--- config.mk ---
export PLATFORM = sky130hd
export DESIGN_NAME = frame_sync_ctrl
export DESIGN_NICKNAME = d
export VERILOG_FILES = /design/src/rtl/frame_sync_ctrl.sv
export SDC_FILE = /design/constraint.sdc
export NUM_CORES = 1
export LEC_CHECK = 0
export ABC_AREA = 0
export CAP_MARGIN = 20
export CELL_PAD_IN_SITES_DETAIL_PLACEMENT = 1
export CELL_PAD_IN_SITES_GLOBAL_PLACEMENT = 1
export CORE_UTILIZATION = 44
export DETAILED_ROUTE_END_ITERATION = 12
export PLACE_DENSITY_LB_ADDON = 0.05
export REMOVE_ABC_BUFFERS = 1
export SLEW_MARGIN = 20
export SYNTH_ARGS = -nofsm -noshare
export SYNTH_HDL_FRONTEND = slang
export SYNTH_SLANG_ARGS = --single-unit
--- constraint.sdc ---
create_clock -name clk -period 5.95 [get_ports clk]
set_clock_uncertainty 0.15 [all_clocks]
set_input_delay 1.785 -clock clk [delete_from_list [all_inputs] [get_ports clk]]
set_output_delay 1.785 -clock clk [all_outputs]
set_load 0.005 [all_outputs]
--- src/rtl/frame_sync_ctrl.sv ---
// Frame synchronisation controller: tracks SD frame boundaries from header_finder
// pulses, declares lock after LOCK_COUNT verified boundaries and resets the parser on loss.
module frame_sync_ctrl #(
  parameter int unsigned LOCK_COUNT    = 3,
  parameter int unsigned CHECK_BYTES   = 8,
  parameter int unsigned CHECK_TIMEOUT = 16,
  parameter int unsigned MIN_FRAME     = 21,
  parameter int unsigned MAX_FRAME     = 1441
) (
  input  logic        clk,
  input  logic        rst,
  input  logic [7:0]  axiid,
  input  logic        axiiv,
  output logic        axiir,
  output logic [7:0]  axiid_out,
  output logic        axiiv_out,
  input  logic        valid_header,
  input  logic [10:0] frame_size,
  input  logic        fifo_full,
  output logic        parser_rst,
  output logic        frame_start,
  output logic        locked,
  output logic        sync_lost,
  output logic [15:0] frame_count
);

  localparam int unsigned MW = (LOCK_COUNT < 1) ? 1 : $clog2(LOCK_COUNT + 1);
  localparam logic [MW-1:0] LC_L  = MW'(LOCK_COUNT);
  localparam logic [10:0]   CB_L  = 11'(CHECK_BYTES);
  localparam logic [4:0]    CT_L  = 5'(CHECK_TIMEOUT);
  localparam logic [10:0]   MIN_L = 11'(MIN_FRAME);
  localparam logic [10:0]   MAX_L = 11'(MAX_FRAME);

  typedef enum logic [1:0] {SEARCH, FRAME, CHECK} state_t;

  state_t          state;
  logic [10:0]     byte_cnt;
  logic [10:0]     frame_len;
  logic [4:0]      chk_cyc;
  logic [MW-1:0]   match_cnt;

  logic            accept;
  logic            hdr_seen;
  logic            legal;
  logic            window_expired;
  logic            start;
  logic            lose;
  logic [10:0]     start_cnt;
  logic [MW-1:0]   match_inc;

  // Byte path: pass-through data, handshake gated by backpressure and parser reset
  assign axiir     = !fifo_full && !parser_rst;
  assign axiid_out = axiid;
  assign axiiv_out = axiiv && axiir;
  assign accept    = axiiv_out;

  // Headers arriving while the parser is being reset are stale and ignored
  assign hdr_seen       = valid_header && !parser_rst;
  assign legal          = hdr_seen && (frame_size >= MIN_L) && (frame_size <= MAX_L);
  assign window_expired = (byte_cnt >= CB_L) || (chk_cyc >= CT_L);
  assign start_cnt      = accept ? 11'd5 : 11'd4;
  assign match_inc      = (match_cnt == LC_L) ? match_cnt : match_cnt + MW'(1);

  assign start = !fifo_full && legal && (state == SEARCH || state == CHECK);
  assign lose  = !fifo_full &&
                 ((state == FRAME && hdr_seen) ||
                  (state == CHECK && !legal && window_expired));

  always_ff @(posedge clk or posedge rst) begin
    if (rst) begin
      state       <= SEARCH;
      byte_cnt    <= '0;
      frame_len   <= '0;
      chk_cyc     <= '0;
      match_cnt   <= '0;
      parser_rst  <= 1'b0;
      frame_start <= 1'b0;
      locked      <= 1'b0;
      sync_lost   <= 1'b0;
      frame_count <= '0;
    end else begin
      frame_start <= 1'b0;
      sync_lost   <= 1'b0;
      parser_rst  <= 1'b0;
      locked      <= lose ? 1'b0 : (match_cnt == LC_L);
      if (lose) begin
        state      <= SEARCH;
        byte_cnt   <= '0;
        chk_cyc    <= '0;
        match_cnt  <= '0;
        sync_lost  <= 1'b1;
        parser_rst <= 1'b1;
      end else if (start) begin
        // The 4 header bytes are already behind us when header_finder pulses
        state       <= FRAME;
        frame_len   <= frame_size;
        byte_cnt    <= start_cnt;
        match_cnt   <= (state == CHECK) ? match_inc : '0;
        frame_start <= 1'b1;
        frame_count <= frame_count + 16'd1;
      end else if (!fifo_full) begin
        case (state)
          FRAME: begin
            if (accept) begin
              if (byte_cnt + 11'd1 == frame_len) begin
                state    <= CHECK;
                byte_cnt <= '0;
                chk_cyc  <= '0;
              end else begin
                byte_cnt <= byte_cnt + 11'd1;
              end
            end
          end
          CHECK: begin
            // Timeout clock only runs once the next header's bytes have arrived
            if (byte_cnt >= 11'd4 && chk_cyc != 5'd31) chk_cyc <= chk_cyc + 5'd1;
            if (accept) byte_cnt <= byte_cnt + 11'd1;
          end
          default: ;
        endcase
      end
    end
  end

endmodule

# Yosys cells after proc, flatten, opt, wreduce, memory -nomap -nowiden
# Cells that the tools add are included.
# totals
ff_bits	50
in_bits	24
out_inout_bits	30
wordCells	92
# op_classes
addsub	4
order_cmp	5
eq_ne	14
mux	29
bitwise_logic	1
n_reduce_logical	30
# ops
operator	count
$mux W11	6
$mux W5	6
$pmux W11 S2	1
$mux W2	10
$add A16 B1 Y16 const B	1
$logic_and A1 B1 Y1	12
$reduce_bool A3 Y1	4
$add A11 B1 Y11 const B	1
$eq A11 B11 Y1	1
$ge A11 B3 Y1 const B	1
$ge A11 B4 Y1 const B	1
$ge A11 B5 Y1 const B	1
$le A11 B11 Y1 const B	1
$pmux W5 S2	1
$ne A4 B4 Y1 const B	2
$reduce_and A4 Y1	2
$ne A3 B2 Y1 const B	2
$ne A3 B3 Y1 const B	2
$reduce_and A6 Y1	1
$add A5 B1 Y5 const B	1
$ge A5 B5 Y1 const B	1
$mux W1	5
$ne A5 B5 Y1 const B	1
$eq A2 B2 Y1 const B	2
11 further kinds	17

# Depth between registers and ports, before layout
# depth
depth_word	11
mapped_depth	11
ltp_nobuf	10

# Least setup slack after synthesis
# No wires, ideal clock.
# synth_path
kind	input -> output
from	input fifo_full
to	output axiiv_out
arrival_time_ns	2.096
t_required_ns	4.015
setup_slack_ns	1.919
stages	2
n_path_buf	0
cell_sequence	nor2_1 and2_1
# synth_via
elab_chain_cells	3
# synth_rtl
item	line_no	rtl
from (decl)	19	input logic fifo_full,
$logic_not A1 Y1	--	
$logic_and A1 B1 Y1	52	assign axiir = !fifo_full && !parser_rst;
$logic_and A1 B1 Y1	54	assign axiiv_out = axiiv && axiir;
to (decl)	16	output logic axiiv_out,
# Every way passes these cells.

# Worst setup path in the final report
# Ends and elaborated chain as after synthesis.

==> impl_metrics.csv <==
group,metric,value,unit
outcome,status,"completed",
logic_synthesis,synth-main-ff-cell,"dfrtp_1",
worst_setup_path,crit_type,"input port to output pin",
logic_synthesis,synth_edf_count,0,
sta,rsz0062_at_grt,"no",
logic_synthesis,muxShareOfSynthArea,0,
global_routing,grt_pass1_vias,2859,
final_layout,drive_above_1_share,0.0587,
final_layout,nNetsFinal,424,
worst_setup_path,worstPathArrival,3.08,ns
power,clkPwrFrac,0.191,
clock_network,clock_latency,0.31,ns
sta,timing.final.crit_period,5.02,ns
power,p_int,681,µW
logic_synthesis,synth_top_family_by_area,"simple AND/OR/NAND/NOR gates",
logic_synthesis,yosysWarnings,0,
place,finalWeightedCongestion,0.825,
sta,finalHoldViolations,0,
power,total_power,1160,µW
floorplan,rows,30,
clock_network,numClockSinks,50,
global_routing,grt.overflow.total,0,
clock_network,cts.clk_slew.worst_paths,0.10,ns
global_routing,grt_max_degree,29,
power,p_leak,0.00164,µW
sta,max_freq,199,MHz
place,post-dp-hpwl,6730,µm
floorplan,start_util,0.466,
floorplan,fp.dieH,88.0,µm
clock_network,cts_hold_buffers,0,
logic_synthesis,synth_top_area_cell,"dfrtp_1",
worst_setup_path,critPathCaptureType,"output pin",
power,pwr-share-comb,0.372,
flow_run,max-cap-violations,0,
worst_setup_path,crit_required,4.01,ns
global_routing,grt.total_usage,0.251,
logic_synthesis,post-synth-top-count-cell,"nand2_1",
final_layout,syn2layout_area_growth,14.4,%
final_layout,diodes,0,
global_routing,antenna_found_initial,0,
logic_synthesis,ys_top_cells_by_count,"nand2_1 (59), dfrtp_1 (50), nor2_1 (24)",
clock_network,numCtsBuffers,5,
routing,drc,0,
power,p_seq_frac,0.437,
logic_synthesis,syn-cell-area,0.00325,mm²
clock_network,cts_max_level,2,
clock_network,cts_root_buf,"clkbuf_8",
floorplan,dieArea,0.00774,mm²
sta,tns,0,ns
routing,vias,2952,
worst_setup_path,crit_path_start_kind,"input port",
routing,drtAntennaViolNets,0,
logic_synthesis,avgSynthCellArea,8.72,µm²
final_layout,final-instance-count-excl-fill,488,
worst_setup_path,worstPathMaxFanout,4,
power,peakVddDrop,0.171,mV
sta,relSlewSlack,0.407,
logic_synthesis,synth-simple-area-share,0.292,
logic_synthesis,synthCells,373,
power,swShare,0.412,
sta,finalMaxSlewViolations,0,
clock_network,cts_setup_buffers,0,
power,powerDensity,312,mW/mm²
global_routing,grt_pass1_wl,15000,µm
logic_synthesis,synth-seq-area-share,0.385,
logic_synthesis,async_flop_share,1.00,
logic_synthesis,synth_cell_type_count,63,
logic_synthesis,synth_seq_cells,50,
routing,routed_wl,9080,µm
place,dp_cells,480,
sta,worst_pin_slew,0.887,ns
sta,finalSetupViolCount,0,
logic_synthesis,synth_compound_area_frac,0.166,
logic_synthesis,synth-xor-area-share,0.0593,
routing,vias_per_cell,6.05,
routing,dr.first_iter.drc_count,197,
sta,min_period_over_period,0.843,
routing,wl_per_cell,18.6,µm
logic_synthesis,synthTopCellsByArea,"dfrtp_1 (38%), nand2_1 (6.8%), xor2_1 (4.0%)",
routing,drt-pass1-iter-count,4,
clock_network,tritoncts,"built",
floorplan,core,0.00698,mm²
logic_synthesis,yosys.area_share.adder,0.0346,
place,portBuffers,37,
floorplan,pin_count,54,
power,p_switching,478,µW
logic_synthesis,yosys.area.top_type_share,0.385,
clock_network,clockBufferDepth,2,
worst_hold_path,min_path_type,"flop to flop",
floorplan,die_w,88.0,µm
clock_network,post_cts_resize_count,0,
-- power groups by stage --
stage	registers [µW]	clock network [µW]	logic, µW
floorplan	481	0	291
global placement	508	0	411
detailed placement	510	0	427
CTS	504	226	432
global route	515	236	481
finish	506	222	431
-- sequential cells by signal, indices dropped and copies added (netlist names) --
name,count
frame_count,16
byte_cnt,11
frame_len,11
chk_cyc,5
match_cnt,2
state,2
frame_start,1
locked,1
sync_lost,1
-- through the flow --
| step | util | setup slack, ns | instance area, µm² | hold WS, ns |
|---|---|---|---|---|
| after global routing | 0.533 | 0.817 | 3720 | 0.351 |
| final | 0.533 | 0.932 | 3720 | 0.333 |
| after global placement | 0.516 | 0.999 | 3600 | 0.308 |
| after floorplan | - | 1.90 | 3100 | 0.311 |
| after CTS | 0.533 | 0.935 | 3720 | 0.338 |
| after detailed placement | 0.518 | 0.936 | 3620 | 0.318 |
-- final timing paths --
kind	slack [ns]	cells after the start	end	start
worst min register to register	0.33	1	frame_count[15]	frame_count[15]
max in group asynchronous	3.42	3	frame_len[6]	rst
worst max register to register	2.14	8	byte_cnt[9]	byte_cnt[0]
min in group asynchronous	1.68	2	chk_cyc[0]	rst
worst max-delay path	0.93	4	axiiv_out	fifo_full
worst min-delay path	0.33	1	frame_count[15]	frame_count[15]
-- metal layers --
| layer | track usage | vias up | part of all wire |
|---|---|---|---|
| met5 | 0 | - | 0 |
| met4 | 0.0626 | 0 | 0.013 |
| met3 | 0.0396 | 10 | 0.034 |
| met2 | 0.397 | 66 | 0.48 |
| met1 | 0.358 | 1493 | 0.47 |
| li1 | - | 1383 | - |
-- logic make-up (layout without fill, tap and decap cells) --
group / count (synthesis) / count (layout)
DFF: 50 / 50
and+or+nand+nor: 178 / 178
AOI/OAI and AO/OA: 72 / 72
xor gates and xnor gates: 22 / 22
adders and majority gates: 9 / 9
buffers and inverters: 42 / 61
-- cells in the final DEF, fill, tap and decap left out, types with 12 or more instances in the layout --
master	synthesis	layout
nor3_1	14	14
nand2_1	59	59
inv_1	13	12
nor2_1	24	24
o21ai_0	16	16
xor2_1	15	15
nand3_1	17	17
clkdlybuf4s50_1	0	37
dfrtp_1	50	50
nand4_1	16	16
-- area by class of cell --
| type | count | area, µm² |
|---|---|---|
| Fill cell | 834 | 3260 |
| Multi-Input combinational cell | 281 | 1790 |
| Sequential cell | 50 | 1250 |
| Timing Repair Buffer | 39 | 398 |
| Tap cell | 96 | 120 |
| Clock buffer | 6 | 82.6 |
| Inverter | 14 | 57.6 |
| Clock inverter | 2 | 17.5 |
-- worst max-delay path, stage by stage --
cell             delay (ns)
clkdlybuf4s50_1        0.44
nor2_1                 0.13
and2_1                 0.21
clkdlybuf4s50_1        0.52
Power figures use the tool's default switching activity.
